## config.mk

```make
export PLATFORM = sky130hd
export DESIGN_NAME = pipe_skid_reg
export DESIGN_NICKNAME = d
export VERILOG_FILES = /design/src/rtl/pipe_pkg.sv /design/src/rtl/pipe_data_reg.sv /design/src/rtl/pipe_skid_reg.sv
export SDC_FILE = /design/constraint.sdc
export NUM_CORES = 1
export LEC_CHECK = 0
export BUFFER_PORTS_ARGS = -buffer_cell sky130_fd_sc_hd__buf_2
export CAP_MARGIN = 15
export CORE_MARGIN = 2
export CORE_UTILIZATION = 40
export CTS_CLUSTER_SIZE = 24
export DETAILED_ROUTE_END_ITERATION = 7
export HOLD_SLACK_MARGIN = 0.06
export SYNTH_ARGS = -nofsm -noshare
export SYNTH_HDL_FRONTEND = slang
export SYNTH_SLANG_ARGS = --single-unit
```

## constraint.sdc

```tcl
create_clock -name clk -period 3.3 [get_ports clk]
set_input_delay 0.165 -clock clk [delete_from_list [all_inputs] [get_ports clk]]
set_output_delay 0.165 -clock clk [all_outputs]
set_load 0.01 [all_outputs]
```

## src/rtl/pipe_pkg.sv

```systemverilog
// -----------------------------------------------------------------------------
// pipe_pkg
// Shared definitions for the valid/ready pipeline blocks.
//   pipe_state_e : occupancy-encoded stage state (EMPTY=0, ONE=1, TWO=2), so a
//                  stage can drive its occupancy output straight from the state.
//   hs_fire      : handshake-fire helper, a transfer happens when valid & ready.
// -----------------------------------------------------------------------------
package pipe_pkg;

  // The state encoding doubles as the number of held entries.
  typedef enum logic [1:0] {
    ST_EMPTY = 2'd0,
    ST_ONE   = 2'd1,
    ST_TWO   = 2'd2
  } pipe_state_e;

  // A beat moves across a valid/ready boundary only when both sides agree.
  function automatic logic hs_fire(input logic valid, input logic ready);
    return valid & ready;
  endfunction

endpackage

```

## src/rtl/pipe_data_reg.sv

```systemverilog
// -----------------------------------------------------------------------------
// pipe_data_reg
// Parametrised data register with synchronous reset and load-enable.
//   clk   : clock, all logic on posedge
//   rst   : synchronous active-high reset, loads RESET_VAL
//   load  : capture d on the next edge when high, otherwise hold
//   d     : WIDTH-bit input data
//   q     : WIDTH-bit registered output
// -----------------------------------------------------------------------------
module pipe_data_reg #(
  parameter int               WIDTH     = 32,
  parameter logic [WIDTH-1:0] RESET_VAL = {WIDTH{1'b0}}
) (
  input  logic             clk,
  input  logic             rst,
  input  logic             load,
  input  logic [WIDTH-1:0] d,
  output logic [WIDTH-1:0] q
);

  logic [WIDTH-1:0] data_d;
  logic [WIDTH-1:0] data_q;

  // Next value: new data when loading, otherwise keep what we hold.
  always_comb begin
    data_d = data_q;
    if (load) begin
      data_d = d;
    end
  end

  // Storage flop; reset wins over any load in the same cycle.
  always_ff @(posedge clk) begin
    if (rst) begin
      data_q <= RESET_VAL;
    end else begin
      data_q <= data_d;
    end
  end

  assign q = data_q;

endmodule

```

## src/rtl/pipe_skid_reg.sv

```systemverilog
// -----------------------------------------------------------------------------
// pipe_skid_reg
// Pipeline stage register with valid/ready handshake and a two-entry skid
// buffer. Sustains one transfer per cycle while in_ready is a registered
// function of state only, so there is no combinational out_ready->in_ready
// path and no in_valid->out_valid path.
//   clk       : clock, all logic on posedge
//   rst       : synchronous active-high reset, empties stage, data <= RESET_VAL
//   flush     : empty the stage this cycle; an accepted input is discarded,
//               a delivered output still counts, data registers keep contents
//   in_valid  : upstream presents in_data
//   in_ready  : stage can accept (registered)
//   in_data   : upstream payload
//   out_valid : out_data holds a valid entry (registered)
//   out_ready : downstream accepts
//   out_data  : payload, driven directly from the main register
//   occupancy : number of held entries (0, 1 or 2)
// -----------------------------------------------------------------------------
module pipe_skid_reg
  import pipe_pkg::*;
#(
  parameter int               WIDTH     = 32,
  parameter logic [WIDTH-1:0] RESET_VAL = {WIDTH{1'b0}}
) (
  input  logic             clk,
  input  logic             rst,
  input  logic             flush,
  input  logic             in_valid,
  output logic             in_ready,
  input  logic [WIDTH-1:0] in_data,
  output logic             out_valid,
  input  logic             out_ready,
  output logic [WIDTH-1:0] out_data,
  output logic [1:0]       occupancy
);

  pipe_state_e      state_d, state_q;
  logic             in_ready_d, in_ready_q;
  logic             out_valid_d, out_valid_q;
  logic             in_fire, out_fire;
  logic             main_load, skid_load, main_from_skid;
  logic [WIDTH-1:0] main_in, main_data, skid_data;

  assign in_fire  = hs_fire(in_valid, in_ready_q);
  assign out_fire = hs_fire(out_valid_q, out_ready);

  // Next-state and load-enable decode. The main register normally takes
  // in_data; only the TWO->ONE drain refills it from the skid register.
  // Flush forces EMPTY and suppresses every load, which discards any input
  // accepted this cycle while leaving the stored data untouched.
  always_comb begin
    state_d        = state_q;
    main_load      = 1'b0;
    skid_load      = 1'b0;
    main_from_skid = 1'b0;
    if (flush) begin
      state_d = ST_EMPTY;
    end else begin
      case (state_q)
        ST_EMPTY: begin
          if (in_fire) begin
            main_load = 1'b1;
            state_d   = ST_ONE;
          end
        end
        ST_ONE: begin
          if (in_fire && out_fire) begin
            main_load = 1'b1;
          end else if (in_fire) begin
            skid_load = 1'b1;
            state_d   = ST_TWO;
          end else if (out_fire) begin
            state_d = ST_EMPTY;
          end
        end
        ST_TWO: begin
          if (out_fire) begin
            main_load      = 1'b1;
            main_from_skid = 1'b1;
            state_d        = ST_ONE;
          end
        end
        default: begin
          state_d = ST_EMPTY;
        end
      endcase
    end
    in_ready_d  = (state_d != ST_TWO);
    out_valid_d = (state_d != ST_EMPTY);
  end

  assign main_in = main_from_skid ? skid_data : in_data;

  // State and handshake outputs are registered together so in_ready and
  // out_valid depend only on the stored state. Reset overrides flush and
  // any handshake.
  always_ff @(posedge clk) begin
    if (rst) begin
      state_q     <= ST_EMPTY;
      in_ready_q  <= 1'b1;
      out_valid_q <= 1'b0;
    end else begin
      state_q     <= state_d;
      in_ready_q  <= in_ready_d;
      out_valid_q <= out_valid_d;
    end
  end

  pipe_data_reg #(
    .WIDTH    (WIDTH),
    .RESET_VAL(RESET_VAL)
  ) u_main (
    .clk (clk),
    .rst (rst),
    .load(main_load),
    .d   (main_in),
    .q   (main_data)
  );

  pipe_data_reg #(
    .WIDTH    (WIDTH),
    .RESET_VAL(RESET_VAL)
  ) u_skid (
    .clk (clk),
    .rst (rst),
    .load(skid_load),
    .d   (in_data),
    .q   (skid_data)
  );

  assign in_ready  = in_ready_q;
  assign out_valid = out_valid_q;
  assign out_data  = main_data;
  assign occupancy = state_q;

endmodule

```

Yosys cells after proc, flatten, opt, wreduce, memory -nomap -nowiden
Index checks and enable logic that the tools add are counted.

Register bits: 68. Latch bits: 0. Memory bits (writable): 0. Bits in read-only memories: 0. Word-level logic and storage cells: 31. Memories kept: 0.

$add $sub $neg: 0. Multipliers: 0. Div/mod/pow operators: 0. Order comparisons: 0. Equal/unequal tests: 3. Shifts and indexed selects: 0. Muxes and demuxes: 18. Bitwise operators: 2. Reductions and logical operators: 3.

Operators with widths (count): 32-bit two-way mux (1); 2-bit two-way mux (6); 1-bit two-way mux (9); 2-bit case mux with 3 select lines (1); 1-bit case mux with 3 select lines (1); 1-bit AND (2); 2-bit by 1-bit equality test with 1-bit output (second input constant) (1); 2-bit equality test (second input constant) (1); 2-bit zero test (1); 2-bit != test (second input constant) (1); 2-bit nonzero test (1); 1-bit logical AND (1).

Logic depth before layout (Yosys ltp)
Depth in word-level cells: 7. Mapped depth: 6. Depth with buffers taken out: 4.

Modules after synthesis
From an unflattened synthesis, not the netlist that was laid out.

Cell total of the unflattened synthesis: 265. Area, all modules: 3090.5 um^2.

Modules (own cells, without submodules): pipe_data_reg (instances 2, cells an instance 103, area an instance 1163.6 um^2, sequential area each 640.6 um^2); pipe_skid_reg (instances 1, cells an instance 59, area an instance 763.2 um^2, sequential area each 80.1 um^2).

Least setup slack after synthesis
No wires, ideal clock.

Path type: register -> register. From: register state_q[0] (netlist: occupancy[0]). To: register u_skid.data_q[10] (netlist: u_skid.q[10]). Library setup time: 0.132 ns. Arrival: 1.369 ns. Slack: 1.799 ns. Cell stages (with the launch flop): 7. Buffers on the path: 2. Clock period less this slack: 1.501 ns. Path through: dfxtp_1 a21bo_2 or3_1 buf_2 buf_2 nand2_1 a21oi_1.

Cells in the longest elaborated chain, start to end: 3.

RTL lines: from (decl) (line pipe_skid_reg.sv:37) `pipe_state_e state_d, state_q;`; from (signal assigned) (line pipe_skid_reg.sv:103) `state_q <= state_d;`; 2-bit by 1-bit equality test with 1-bit output (line pipe_skid_reg.sv:59) `case (state_q)`; 1-bit two-way mux (line pipe_skid_reg.sv:59); 1-bit two-way mux (line pipe_skid_reg.sv:56) `if (flush) begin`; to (signal assigned) (line pipe_data_reg.sv:37) `data_q <= data_d;`; to (decl) (line pipe_data_reg.sv:22) `logic [WIDTH-1:0] data_q;`.

No other way between the ends. A chain may end at the register's enable or synchronous reset.

Worst setup path after layout
From: register state_q[1] (netlist: occupancy[1]). To: register u_main.data_q[9] (netlist: u_main.q[9]).

Cells in the longest elaborated chain, start to end: 4. Elaborated cells on any way between the ends: 8.

RTL lines: 2-bit equality test (line pipe_skid_reg.sv:59); 1-bit two-way mux (line pipe_skid_reg.sv:59); 1-bit two-way mux (line pipe_skid_reg.sv:56); 32-bit two-way mux (line pipe_skid_reg.sv:92) `assign main_in = main_from_skid ? skid_data : in_data;`; to (signal assigned) (line pipe_data_reg.sv:37); to (decl) (line pipe_data_reg.sv:22).

Several ways; a longest one is shown, not always the timed one.

==> impl_metrics.ini <==
[worst_setup_path]
worst-setup-path-type = register to register
rr_endpoint = u_main.q[9]
end_kind = register
r2r_slack_ns = 1.24
cp_max_fo = 17
arrival_ns = 2.23
reg2reg_from = occupancy[1]
start_kind = register
r2r_cells = 5
crit_required_ns = 3.47

[sta]
relSlewSlack = 0.352
finalSetupTns_ns = 0
finalCritPeriodShare = 0.625
rsz0062_at_grt = false
tightest_slew_ns = 0.972
setup_violations = 0
finClkSkew_ns = 0.00727
fmax_mhz = 485
setup_slack_ns = 1.24
fin_crit_ns = 2.06
finalHoldViolCount = 0
slew_violations = 0

[placed_design]
place_area_mm2 = 0.00343
place.gp.congestion = 0.764
hpwl_um = 4550
port_buffers = 72
dp_worst_setup_slack_ns = 1.23

[synth]
ys_ff_latch = 68
yosysUniqueCellTypes = 30
syn_inst = 313
yosysWarnings = 0
synth_seq_area_share = 0.444
synth_area_per_cell_um2 = 9.81
synth_area_mm2 = 0.00307
syn_nets = 350

[die]
die_area_mm2 = 0.00839
chipWidth_um = 91.6
core_area_mm2 = 0.00733
num_rows = 31
start_util = 0.419
boundaryPins = 73
fp.dieH_um = 91.6

[drt]
remaining_drc_errors = 0
viasPerCell = 5.20
drt_wl_total_um = 7290
wl_per_cell_um = 15.0
ant_nets = 0
drt_iter0_drc = 118
drt_first_pass_iters = 4
vias = 2522

[global_route]
grt-ovfl-total = 0
grtUsageTotal = 0.176
grt_max_degree = 41
grt_pass1_wl_um = 11800
antenna_found_initial = 0
grt_pass1_vias = 2355

[clock_tree]
cts.clk_slew.worst_paths_ns = 0.08
clock_latency_ns = 0.34
numCtsBuffers = 9
post_cts_resized = 0
cts_tree = yes
postCtsSetupBuffers = 0
cts_root_buffer = clkbuf_8
clk_path_buf_depth = 2
htreeDepth = 3
numClockSinks = 68

[power]
peakVddDrop_uv = 208
leakagePower_nw = 1.37
power_mw = 1.82
p_per_area_mw_per_mm2 = 492

[job]
max_cap_viol_count = 0

[status]
status = finished, final reports clean

[finish]
diodes = 0
finalInstanceArea_mm2 = 0.00371
syn2layout_area_growth_pct = 20.8
fill_cells = 685
nNetsFinal = 418
drive_above_1_share = 0.339

[min_path]
hp-start = in_data[29]
hold_depth = 3
hold_path_end = u_skid.q[29]
hold_path.class = primary input to register
-- cell type report --
class / instances / area (um2) / share of cell area
multi-input combinational: 218 / 1540 / 0.416
sequential: 68 / 1360 / 0.367
timing repair buffer: 84 / 468 / 0.126
clock buffer: 11 / 151 / 0.0408
tap: 99 / 124 / 0.0334
clock inverter: 5 / 60.1 / 0.0162
-- flip-flops by register name, indices dropped and copies added (netlist names) --
name       cells
u_skid.q      32
u_main.q      32
in_ready       1
occupancy      2
out_valid      1
-- per-stage QoR --
stage	hold WS, ns	utilization	cells
global route	0.0617	0.506	485
floorplan	0.271	-	313
finish	0.0682	0.506	485
global placement	0.417	0.467	462
detailed placement	0.422	0.467	462
CTS	0.0602	0.503	483
-- cells in the final DEF, fill, tap and decap left out, types with 2 or more instances in the layout --
cell,count
buf_2,72
dfxtp_1,68
nand2_1,66
nor2_1,35
a21oi_1,35
mux2i_1,32
a221oi_2,30
clkbuf_8,11
dlygate4sd3_1,7
buf_4,5
nor3_4,2
a221oi_1,2
clkinv_4,2
-- power breakdown --
part	internal (mW)	switching [mW]
clock network	0.391	0.323
registers	0.858	0.0230
logic	0.0963	0.132
-- worst max-delay path: stages, from the launching register on --
cell and delay [ns]:
dfxtp_1 0.50, nand4b_4 0.21, o211a_1 0.20, nor2_4 0.48
buf_4 0.38, a221oi_1 0.13
-- metal layers --
layer  wire length, um  vias up  part of all wire  global-route usage
li1                  -     1252                 -                   -
met1              3570     1207              0.49               0.235
met2              3320       57              0.46               0.277
met3               336        6             0.046              0.0448
met4                65        0            0.0089              0.0606
met5                 0        -                 0                   0
-- kinds of logic (layout without fill, tap and decap cells) --
| logic type | after synthesis | after routing | synth area share |
|---|---|---|---|
| DFF | 68 | 68 | 0.444 |
| AOI/OAI and AO/OA | 72 | 72 | 0.224 |
| muxes | 32 | 32 | 0.104 |
| and+or+nand+nor | 114 | 114 | 0.171 |
| buffers and inverters | 27 | 100 | 0.0575 |
-- synth_stat cells --
library cell / number / area [um2]
nor2b_1: 1 / 6.26
and2_1: 1 / 6.26
nand2_1: 66 / 248
nor2_2: 1 / 6.26
mux2i_1: 32 / 320
nor2_8: 1 / 20.0
buf_12: 3 / 60.1
o21bai_1: 1 / 7.51
a21oi_1: 35 / 175
nand4bb_1: 1 / 11.3
a221oi_2: 30 / 450
a21o_1: 1 / 7.51
nand3b_4: 1 / 20.0
nand4b_4: 1 / 23.8
a311oi_1: 1 / 8.76
a221oi_1: 2 / 17.5
nor3_4: 1 / 16.3
nor4_1: 1 / 6.26
o211a_1: 1 / 10.0
buf_4: 3 / 22.5
a21bo_2: 1 / 10.0
nor3_2: 1 / 10.0
or3_1: 1 / 6.26
nor2_1: 35 / 131
or4_1: 1 / 7.51
clkbuf_1: 7 / 26.3
nor3_1: 1 / 5.00
dfxtp_1: 68 / 1360
buf_2: 12 / 60.1
buf_1: 2 / 7.51
-- timing repair --
item / 4_1_cts / 5_1_grt
hold buffers: 5 / 2
endpoints found under the setup margin: 0 / 0
hold endpoints to repair: 5 / 2
-- worst max path at each step --
| stage | slack (ns) | to | startpoint |
|---|---|---|---|
| 2_1_floorplan | 1.80 | u_skid.q[10] | occupancy[0] |
| 3_3_place_gp | 1.29 | u_main.q[9] | occupancy[1] |
| 3_5_place_dp | 1.23 | u_main.q[9] | occupancy[1] |
| 4_1_cts | 1.21 | u_main.q[9] | occupancy[1] |
| 5_1_grt | 1.08 | u_main.q[9] | occupancy[1] |
| 6_report | 1.24 | u_main.q[9] | occupancy[1] |
Power figures use the tool's default switching activity.
